[src/rtl/i2c_slv_pkg.sv]
// Shared types and constants for the I2C target responder.
//   state_e       : responder FSM states
//   I2C_RW_*      : value of the R/W bit in the address byte
//   ACK / NACK    : SDA level of the 9th bit
package i2c_slv_pkg;

    typedef enum logic [2:0] {
        IDLE,
        ADDR,
        ACK_ADDR,
        WR_BYTE,
        ACK_WR,
        RD_BYTE,
        ACK_RD,
        WAIT_STOP
    } state_e;

    localparam logic I2C_RW_WRITE = 1'b0;
    localparam logic I2C_RW_READ  = 1'b1;

    localparam logic ACK  = 1'b0;
    localparam logic NACK = 1'b1;

    localparam logic [3:0] BITS_PER_BYTE = 4'd8;

endpackage

[src/rtl/i2c_slv_line_filter.sv]
// Input conditioning for one open-drain bus line (SCL or SDA).
// The line is synchronised, optionally majority-filtered, and converted
// into a clean level plus one-cycle rise/fall event pulses.
//
// Optional feature macro: I2C_SLV_GLITCH_FILTER_EN
//   defined   : 3-sample majority vote after the synchroniser; rejects
//               1-cycle pulses and adds one cycle of latency.
//   undefined : synchroniser output is used directly.
//
// Ports
//   i_clk    in   core clock
//   i_rst    in   synchronous reset, active-high (line reads as idle-high)
//   i_line   in   raw pad level
//   o_level  out  conditioned level
//   o_rise   out  1-cycle pulse on a 0->1 change of o_level
//   o_fall   out  1-cycle pulse on a 1->0 change of o_level
module i2c_slv_line_filter #(
    parameter int SYNC_STAGES = 2
) (
    input  logic i_clk,
    input  logic i_rst,
    input  logic i_line,
    output logic o_level,
    output logic o_rise,
    output logic o_fall
);

    logic [SYNC_STAGES-1:0] r_sync;
    logic                   r_prev;
    logic                   w_sync_out;
    logic                   w_level;

    // Reset to 1: an idle I2C bus is pulled high, so no edge fires on release.
    always_ff @(posedge i_clk) begin
        if (i_rst) begin
            r_sync <= '1;
        end else begin
            r_sync <= {r_sync[SYNC_STAGES-2:0], i_line};
        end
    end

    assign w_sync_out = r_sync[SYNC_STAGES-1];

`ifdef I2C_SLV_GLITCH_FILTER_EN
    logic [1:0] r_hist;
    logic       r_filt;

    // Vote over the current sample and the two before it.
    always_ff @(posedge i_clk) begin
        if (i_rst) begin
            r_hist <= 2'b11;
            r_filt <= 1'b1;
        end else begin
            r_hist <= {r_hist[0], w_sync_out};
            r_filt <= (w_sync_out & r_hist[0]) |
                      (w_sync_out & r_hist[1]) |
                      (r_hist[0]  & r_hist[1]);
        end
    end

    assign w_level = r_filt;
`else
    assign w_level = w_sync_out;
`endif

    always_ff @(posedge i_clk) begin
        if (i_rst) begin
            r_prev <= 1'b1;
        end else begin
            r_prev <= w_level;
        end
    end

    assign o_level = w_level;
    assign o_rise  = w_level & ~r_prev;
    assign o_fall  = ~w_level & r_prev;

endmodule

[src/rtl/i2c_slave_responder.sv]
// I2C target (responder) with a byte-wide register file.
// Matches a 7-bit address, ACKs it, accepts writes (first data byte sets
// the pointer, later bytes are stored with auto-increment) and serves
// reads from the pointer with auto-increment. No clock stretching.
//
// Optional feature macro: I2C_SLV_GLITCH_FILTER_EN (majority filter on
// SCL/SDA inside i2c_slv_line_filter).
//
// Ports
//   i2c_core_clock  in   core clock, >= 10x SCL rate
//   preset          in   synchronous reset, active-high
//   slave_addr_i    in   own 7-bit address
//   scl_i / sda_i   in   bus levels read back from the pads
//   sda_oe_o        out  1 = pull SDA low
//   busy_o          out  high from address match until STOP
//   start_o/stop_o  out  1-cycle pulses on (repeated) START / STOP
//   wr_stb_o        out  1-cycle pulse when a byte is stored
//   wr_idx_o        out  register index written
//   wr_data_o       out  byte written
//
// state     | meaning
// ----------+------------------------------------------------------------
// IDLE      | bus free or not addressed since last STOP
// ADDR      | shifting in the address byte
// ACK_ADDR  | driving address ACK during the 9th clock
// WR_BYTE   | shifting in a write data byte
// ACK_WR    | driving data ACK during the 9th clock
// RD_BYTE   | driving a read data byte, MSB first
// ACK_RD    | SDA released, waiting for the master's ACK/NACK
// WAIT_STOP | released; not addressed or master NACKed
module i2c_slave_responder #(
    parameter int ADDR_W      = 4,
    parameter int SYNC_STAGES = 2
) (
    input  logic              i2c_core_clock,
    input  logic              preset,
    input  logic [6:0]        slave_addr_i,
    input  logic              scl_i,
    input  logic              sda_i,
    output logic              sda_oe_o,
    output logic              busy_o,
    output logic              start_o,
    output logic              stop_o,
    output logic              wr_stb_o,
    output logic [ADDR_W-1:0] wr_idx_o,
    output logic [7:0]        wr_data_o
);

    import i2c_slv_pkg::*;

    localparam int DEPTH = 2 ** ADDR_W;

    logic w_scl, w_scl_rise, w_scl_fall;
    logic w_sda, w_sda_rise, w_sda_fall;
    logic w_start_evt, w_stop_evt;

    state_e            r_state, w_state_nxt;
    logic [3:0]        r_bit_cnt, w_bit_cnt_nxt;
    logic [7:0]        r_shift, w_shift_nxt;
    logic [ADDR_W-1:0] r_ptr, w_ptr_nxt;
    logic              r_first, w_first_nxt;
    logic              r_sda_oe, w_sda_oe_nxt;
    logic              r_busy, w_busy_nxt;
    logic              r_start, r_stop, r_wr_stb;
    logic [ADDR_W-1:0] r_wr_idx;
    logic [7:0]        r_wr_data;
    logic              w_mem_we;
    logic [7:0]        w_rd_byte;
    logic [7:0]        r_mem [DEPTH];

    i2c_slv_line_filter #(.SYNC_STAGES(SYNC_STAGES)) u_scl_filt (
        .i_clk   (i2c_core_clock),
        .i_rst   (preset),
        .i_line  (scl_i),
        .o_level (w_scl),
        .o_rise  (w_scl_rise),
        .o_fall  (w_scl_fall)
    );

    i2c_slv_line_filter #(.SYNC_STAGES(SYNC_STAGES)) u_sda_filt (
        .i_clk   (i2c_core_clock),
        .i_rst   (preset),
        .i_line  (sda_i),
        .o_level (w_sda),
        .o_rise  (w_sda_rise),
        .o_fall  (w_sda_fall)
    );

    // Both lines share the same pipeline depth, so SCL level is aligned with
    // the SDA edge it qualifies.
    assign w_start_evt = w_sda_fall & w_scl;
    assign w_stop_evt  = w_sda_rise & w_scl;

    assign w_rd_byte = r_mem[r_ptr];

    always_comb begin
        w_state_nxt   = r_state;
        w_bit_cnt_nxt = r_bit_cnt;
        w_shift_nxt   = r_shift;
        w_ptr_nxt     = r_ptr;
        w_first_nxt   = r_first;
        w_sda_oe_nxt  = r_sda_oe;
        w_busy_nxt    = r_busy;
        w_mem_we      = 1'b0;

        // Bus conditions take priority over any coincident SCL edge.
        if (w_start_evt) begin
            w_state_nxt   = ADDR;
            w_bit_cnt_nxt = '0;
            w_sda_oe_nxt  = 1'b0;
        end else if (w_stop_evt) begin
            w_state_nxt  = IDLE;
            w_sda_oe_nxt = 1'b0;
            w_busy_nxt   = 1'b0;
        end else begin
            case (r_state)
                ADDR: begin
                    if (w_scl_rise) begin
                        w_shift_nxt   = {r_shift[6:0], w_sda};
                        w_bit_cnt_nxt = r_bit_cnt + 4'd1;
                    end else if (w_scl_fall && r_bit_cnt == BITS_PER_BYTE) begin
                        if (r_shift[7:1] == slave_addr_i) begin
                            w_state_nxt  = ACK_ADDR;
                            w_sda_oe_nxt = 1'b1;
                            w_busy_nxt   = 1'b1;
                        end else begin
                            w_state_nxt = WAIT_STOP;
                        end
                    end
                end
                ACK_ADDR: begin
                    // r_shift still holds the address byte; bit 0 is R/W.
                    if (w_scl_fall) begin
                        w_bit_cnt_nxt = '0;
                        if (r_shift[0] == I2C_RW_READ) begin
                            w_state_nxt  = RD_BYTE;
                            w_shift_nxt  = w_rd_byte;
                            w_sda_oe_nxt = ~w_rd_byte[7];
                        end else begin
                            w_state_nxt  = WR_BYTE;
                            w_sda_oe_nxt = 1'b0;
                            w_first_nxt  = 1'b1;
                        end
                    end
                end
                WR_BYTE: begin
                    if (w_scl_rise) begin
                        w_shift_nxt   = {r_shift[6:0], w_sda};
                        w_bit_cnt_nxt = r_bit_cnt + 4'd1;
                    end else if (w_scl_fall && r_bit_cnt == BITS_PER_BYTE) begin
                        w_state_nxt  = ACK_WR;
                        w_sda_oe_nxt = 1'b1;
                        if (r_first) begin
                            w_ptr_nxt   = r_shift[ADDR_W-1:0];
                            w_first_nxt = 1'b0;
                        end else begin
                            w_mem_we  = 1'b1;
                            w_ptr_nxt = r_ptr + 1'b1;
                        end
                    end
                end
                ACK_WR: begin
                    if (w_scl_fall) begin
                        w_state_nxt   = WR_BYTE;
                        w_sda_oe_nxt  = 1'b0;
                        w_bit_cnt_nxt = '0;
                    end
                end
                RD_BYTE: begin
                    // Shift on rise, present the new MSB on the following fall.
                    if (w_scl_rise) begin
                        w_shift_nxt   = {r_shift[6:0], 1'b0};
                        w_bit_cnt_nxt = r_bit_cnt + 4'd1;
                    end else if (w_scl_fall) begin
                        if (r_bit_cnt == BITS_PER_BYTE) begin
                            w_state_nxt  = ACK_RD;
                            w_sda_oe_nxt = 1'b0;
                            w_ptr_nxt    = r_ptr + 1'b1;
                        end else begin
                            w_sda_oe_nxt = ~r_shift[7];
                        end
                    end
                end
                ACK_RD: begin
                    // On ACK the next byte is loaded now; its MSB goes out on
                    // the 9th fall through the RD_BYTE fall path (count 0).
                    if (w_scl_rise) begin
                        if (w_sda == ACK) begin
                            w_state_nxt   = RD_BYTE;
                            w_shift_nxt   = w_rd_byte;
                            w_bit_cnt_nxt = '0;
                        end else begin
                            w_state_nxt = WAIT_STOP;
                        end
                    end
                end
                IDLE, WAIT_STOP: begin
                end
                default: begin
                    w_state_nxt  = IDLE;
                    w_sda_oe_nxt = 1'b0;
                end
            endcase
        end
    end

    always_ff @(posedge i2c_core_clock) begin
        if (preset) begin
            r_state   <= IDLE;
            r_bit_cnt <= '0;
            r_shift   <= '0;
            r_ptr     <= '0;
            r_first   <= 1'b0;
            r_sda_oe  <= 1'b0;
            r_busy    <= 1'b0;
            r_start   <= 1'b0;
            r_stop    <= 1'b0;
            r_wr_stb  <= 1'b0;
            r_wr_idx  <= '0;
            r_wr_data <= '0;
        end else begin
            r_state   <= w_state_nxt;
            r_bit_cnt <= w_bit_cnt_nxt;
            r_shift   <= w_shift_nxt;
            r_ptr     <= w_ptr_nxt;
            r_first   <= w_first_nxt;
            r_sda_oe  <= w_sda_oe_nxt;
            r_busy    <= w_busy_nxt;
            r_start   <= w_start_evt;
            r_stop    <= w_stop_evt;
            r_wr_stb  <= w_mem_we;
            if (w_mem_we) begin
                r_wr_idx  <= r_ptr;
                r_wr_data <= r_shift;
            end
        end
    end

    always_ff @(posedge i2c_core_clock) begin
        if (preset) begin
            for (int i = 0; i < DEPTH; i++) begin
                r_mem[i] <= 8'h00;
            end
        end else if (w_mem_we) begin
            r_mem[r_ptr] <= r_shift;
        end
    end

    assign sda_oe_o  = r_sda_oe;
    assign busy_o    = r_busy;
    assign start_o   = r_start;
    assign stop_o    = r_stop;
    assign wr_stb_o  = r_wr_stb;
    assign wr_idx_o  = r_wr_idx;
    assign wr_data_o = r_wr_data;

endmodule

[config.mk]
export PLATFORM = sky130hd
export DESIGN_NAME = i2c_slave_responder
export DESIGN_NICKNAME = d
export VERILOG_FILES = /design/src/rtl/i2c_slv_pkg.sv /design/src/rtl/i2c_slv_line_filter.sv /design/src/rtl/i2c_slave_responder.sv
export SDC_FILE = /design/constraint.sdc
export NUM_CORES = 1
export LEC_CHECK = 0
export ABC_AREA = 1
export CORE_MARGIN = 2
export CORE_UTILIZATION = 52
export CTS_CLUSTER_SIZE = 25
export DETAILED_ROUTE_END_ITERATION = 16
export GPL_TIMING_DRIVEN = 0
export PLACE_DENSITY = 0.72
export SYNTH_ARGS = -nofsm -noshare
export SYNTH_HDL_FRONTEND = slang
export SYNTH_SLANG_ARGS = --single-unit
[constraint.sdc]
create_clock -name i2c_core_clock -period 1.8 [get_ports i2c_core_clock]
set_input_delay 0.36 -clock i2c_core_clock [delete_from_list [all_inputs] [get_ports i2c_core_clock]]
set_output_delay 0.36 -clock i2c_core_clock [all_outputs]
set_load 0.02 [all_outputs]
Word-level counts from Yosys, hierarchy flattened --
Memories as Yosys holds them, arrays and structs flattened. A register that Yosys moved wholly into a read port is not among the register bits. Index checks and enable logic that the tools add are counted.
Word-level totals: flip-flop bits (word level) 43, memory bits (writable) 128, input bits 11, output and inout bits 17, word-level logic and storage cells 168, memories 1
Cells by class: $add $sub $neg 2, equality and inequality tests 37, mux-type cells 70, bitwise gates (word level) 14, reduce and logical (&&, ||, !) cells 26
Memories:
- r_mem | words 16, bits a word 8, rd ports 1, clocked after Yosys merged registers in 1, write ports 16, RTL line i2c_slave_responder.sv:69 | logic [7:0] r_mem [DEPTH];
Operators with widths (number):
- two-way mux 8 bit | 7
- two-way mux 4 bit | 13
- two-way mux 3 bit | 12
- != test 4 bit, second input constant | 9
- case mux 8 bit (4 select lines) | 1
- two-way mux 1 bit | 31
- != test 2 bit, second input constant | 14
- AND reduction 11 bit | 2
- case mux 3 bit (6 select lines) | 1
- AND reduction 8 bit | 2
- case mux 4 bit (3 select lines) | 1
- != test 2 x 1 -> 1 bit, second input constant | 5
- AND reduction 10 bit | 1
- nonzero test 2 bit | 5
- equality test 3 bit, second input constant | 3
- AND reduction 9 bit | 1
- adder 4 x 1 -> 4 bit, second input constant | 2
- NOT 1 bit | 8
- case mux 4 bit (2 select lines) | 1
- nonzero test 8 bit | 1
- OR reduction 8 bit | 1
- equality test 7 bit | 1
- AND reduction 7 bit | 1
- bitwise AND 1 bit | 6
- 16 further kinds | 20

Logic depth before layout (Yosys ltp) --
depth in word-level cells 13, gate-level depth with buffers 12, gate-level depth less buffers 12

By module --
A second synthesis with hierarchy kept.
Unflattened totals: cell total of the unflattened synthesis 989, area total of the unflattened synthesis 8396.8 um^2
Modules (own cells, without submodules):
- i2c_slave_responder | instances 1, cells each 963, area an instance 8201.6 um^2, seq. area each 4664.5 um^2
- i2c_slv_line_filter | instances 2, cells each 13, area an instance 97.6 um^2, seq. area each 60.1 um^2

Worst setup path before layout --
No wires, ideal clock.
path kind register to register, start point reg r_state[0], end point mem r_mem[10][0] (enable), setup time 329 ps, data arrival time 1624 ps, required time 1471 ps, slack -152 ps, cell stages (with the launch flop) 8, path buffers 0, clock period less this slack 1952 ps, cells stage by stage dfxtp_1 ha_1 inv_1 nor2_4 nand4_4 nor2_4 nand2_4 nand2_1
RTL lines:
- start: declaration | RTL line i2c_slave_responder.sv:57 | state_e r_state, w_state_nxt;
- start signal: assignment | RTL line i2c_slave_responder.sv:222 | r_state <= w_state_nxt;
- end: declaration | RTL line i2c_slave_responder.sv:69

==> flow_metrics.py <==
metrics = {
    "run_status": {
        "outcome": "finished, violations left",
        "failing_checks": "setup timing",
    },
    "die": {
        "floorplan.initialDensity": 0.533,
        "boundaryPins": 28,
        "rows": 46,
        "die_h_um": 132,
        "core_area_mm2": 0.0159,
        "die-area_mm2": 0.0174,
        "die_width_um": 132,
    },
    "clocking": {
        "cts.htree.levels": 4,
        "clockBufferDepth": 2,
        "cts-hold-fix-buffers": 0,
        "cts_buf_count": 17,
        "tritoncts_clock_tree": "yes",
        "clkLatencyLatePin_ns": 0.46,
        "numClockSinks": 175,
        "clkSlewWorstSetupHoldPaths_ns": 0.07,
        "clock_tree.root_cell": "clkbuf_16",
    },
    "timing": {
        "final-max-slew-violation-count": 0,
        "setup_repair_after_global_routing_missed_its_margin": "true",
        "tightest_pin_transition_ns": 1.33,
        "final_period_minus_worst_setup_slack_ns": 1.99,
        "finClkSkew_ns": 0.0171,
        "timing.fmax_mhz": 502,
        "hold_violations": 0,
        "setup_viol_count_final": 235,
        "final.hold.worst_slack_ns": 0.254,
        "final_min_period_over_clock_period": 1.11,
        "finalWorstSetupSlack_ns": -0.192,
        "max-slew-margin-rel": 0.114,
    },
    "placed_design": {
        "hpwlAfterDp_um": 15800,
        "place.gp.congestion": 0.914,
        "buffer_ports.inserted": 26,
        "placed_area_mm2": 0.00916,
    },
    "critical_path": {
        "worst_path_required_ns": 1.96,
        "critPathLaunchType": "flip-flop",
        "critPathArrivalTime_ns": 2.15,
        "timing_worst_setup_path_type": "flip-flop to flip-flop",
        "worst_setup_path_end_kind": "flip-flop",
        "timing.critical_path.fanout_max": 10,
    },
    "final_layout": {
        "mostFrequentLayoutCells": "nand2_1, edfxtp_1, nand3_1",
        "syn_to_final_growth_pct": 36.8,
        "final_net_count": 1131,
        "drive_above_1_share": 0.314,
        "layout.cells.most_common": "nand2_1",
        "util_after_layout": 0.729,
        "final_design_area_no_fill_mm2": 0.0116,
        "antennaDiodeCount": 0,
    },
    "grt": {
        "antenna_found_initial": 0,
        "grt-ovfl-total": 0,
        "total_track_usage": 0.287,
        "grt_first_pass_wirelength_um": 37800,
        "first_global_vias": 7156,
        "grt_max_degree": 19,
    },
    "route": {
        "total_wirelength_of_the_detailed_routed_design_um": 25900,
        "drcViolationCount": 0,
        "firstDrtPassIters": 7,
        "drt.antenna.violating_nets": 0,
        "wire_per_inst_um": 19.4,
        "vias_per_cell": 5.66,
        "dr.first_iter.drc_count": 861,
        "routed-via-count": 7572,
    },
    "yosys": {
        "netlist.area_leader.share": 0.452,
        "synthesis.yosys.warnings": 0,
        "synth_seq_area_share": 0.563,
        "synth_top_cell_by_area": "edfxtp_1",
        "synthesis.area_mm2": 0.00849,
        "synth.distinct_cells": 34,
        "synth.top_cells.by_area": "edfxtp_1, nand2_1, dfxtp_1",
        "syn_avg_cell_area_um2": 8.48,
        "mappedNetlistNets": 1024,
        "ys_seq_elements": 175,
        "post_synth_inst_count": 1002,
    },
    "pwr": {
        "power.density_cell_area_mw_per_mm2": 1060,
        "total_power_w": 0.0123,
        "power.leakage_nw": 4.43,
        "max-vdd-ir-drop_uv": 710,
    },
    "flow_run": {
        "timing.max_cap.violations": 0,
    },
    "hold_path": {
        "timing.hold.worst.class": "primary input to flip-flop",
    },
}
## what timing repair did
action                                  in CTS  in global routing
endpoints found under the setup margin     271                278
pin swaps                                   15                 14
setup buffers                               49                 15
gates cloned                                 1                  0
gates resized for setup                    101                262
## synth_stat cells
cell,instances
inv_2,3
ha_1,11
clkbuf_4,1
nand3b_1,1
or2_2,5
buf_6,2
dfxtp_1,47
inv_4,1
nand4_4,1
o21bai_1,1
inv_1,78
nor3_1,2
nand3_2,1
nand3_1,104
buf_1,1
clkinv_1,7
nand2_2,1
nand4_2,1
xor2_1,4
buf_2,11
nand2_1,280
a21oi_1,28
nor2_4,5
o22ai_1,2
and2_1,1
o21ai_1,2
nor2_1,193
edfxtp_1,128
nand2_4,18
nand4_1,3
o21ai_0,27
xnor2_1,1
clkbuf_1,30
a31oi_1,1
## flip-flops by register name, summed over array words and instances (netlist names), 2 cells and up, named ones only
register	cells
r_mem	128
r_shift	8
wr_data_o	8
r_bit_cnt	4
r_ptr	4
wr_idx_o	4
r_state	3
u_scl_filt.r_sync	2
u_sda_filt.r_sync	2
## worst paths after layout
kind	slack (ns)	to	cells past startpoint	start
worst max-delay path	-0.19	r_mem[2][5]	3	r_shift[5]
worst max register to register	-0.19	r_mem[2][5]	3	r_shift[5]
worst min-delay path	0.25	stop_o	2	preset
worst min register to register	0.41	u_sda_filt.r_sync[1]	1	u_sda_filt.r_sync[0]
## layer usage
layer | vias to the layer above | global-route usage | routed length, µm | share of wire
met5 | - | 0 | 0 | 0
met1 | 3615 | 0.366 | 9840 | 0.38
met3 | 84 | 0.0527 | 2060 | 0.079
met2 | 404 | 0.480 | 13100 | 0.50
met4 | 0 | 0.131 | 966 | 0.037
li1 | 3469 | - | - | -
## report_power, final
group	internal [W]	switching [W]	total, W
registers	0.00455	0.000214	0.00477
clock network	0.00184	0.00177	0.00361
logic	0.00107	0.00286	0.00394
## worst max-delay path: stages (launching register included)
cell	delay, ns
dfxtp_1	0.35
clkinvlp_4	0.22
clkbuf_1	1.00
nor2_1	0.10
## final cells by class
class	count	area, µm²
Clock inverter	15	141
Fill cell	1066	4320
Timing Repair Buffer	91	1010
Tap cell	216	270
Inverter	89	358
Sequential cell	175	4800
Clock buffer	17	425
Multi-Input combinational cell	693	4380
Buffer	42	241
## stage by stage
stage,setup WS (ns),TNS (ns),cells
3_3_place_gp,-0.425,-78.60,1244
2_1_floorplan,-0.0594,-6.97,1002
3_5_place_dp,-0.437,-84.83,1244
5_1_grt,-0.206,-31.19,1338
4_1_cts,-0.0582,-3.19,1323
6_report,-0.192,-11.97,1338
## logic make-up (layout without fill, tap and decap cells)
logic type	count (synthesis)	in the layout	share of synthesized area
AND/OR/NAND/NOR	616	616	0.315
flip-flops	175	175	0.563
buffers and inverters	134	254	0.0633
AO/OA/AOI/OAI	61	61	0.0367
adder cells (fa/ha/maj)	11	11	0.0162
XOR/XNOR	5	5	0.00516
Power figures use the tool's default switching activity.
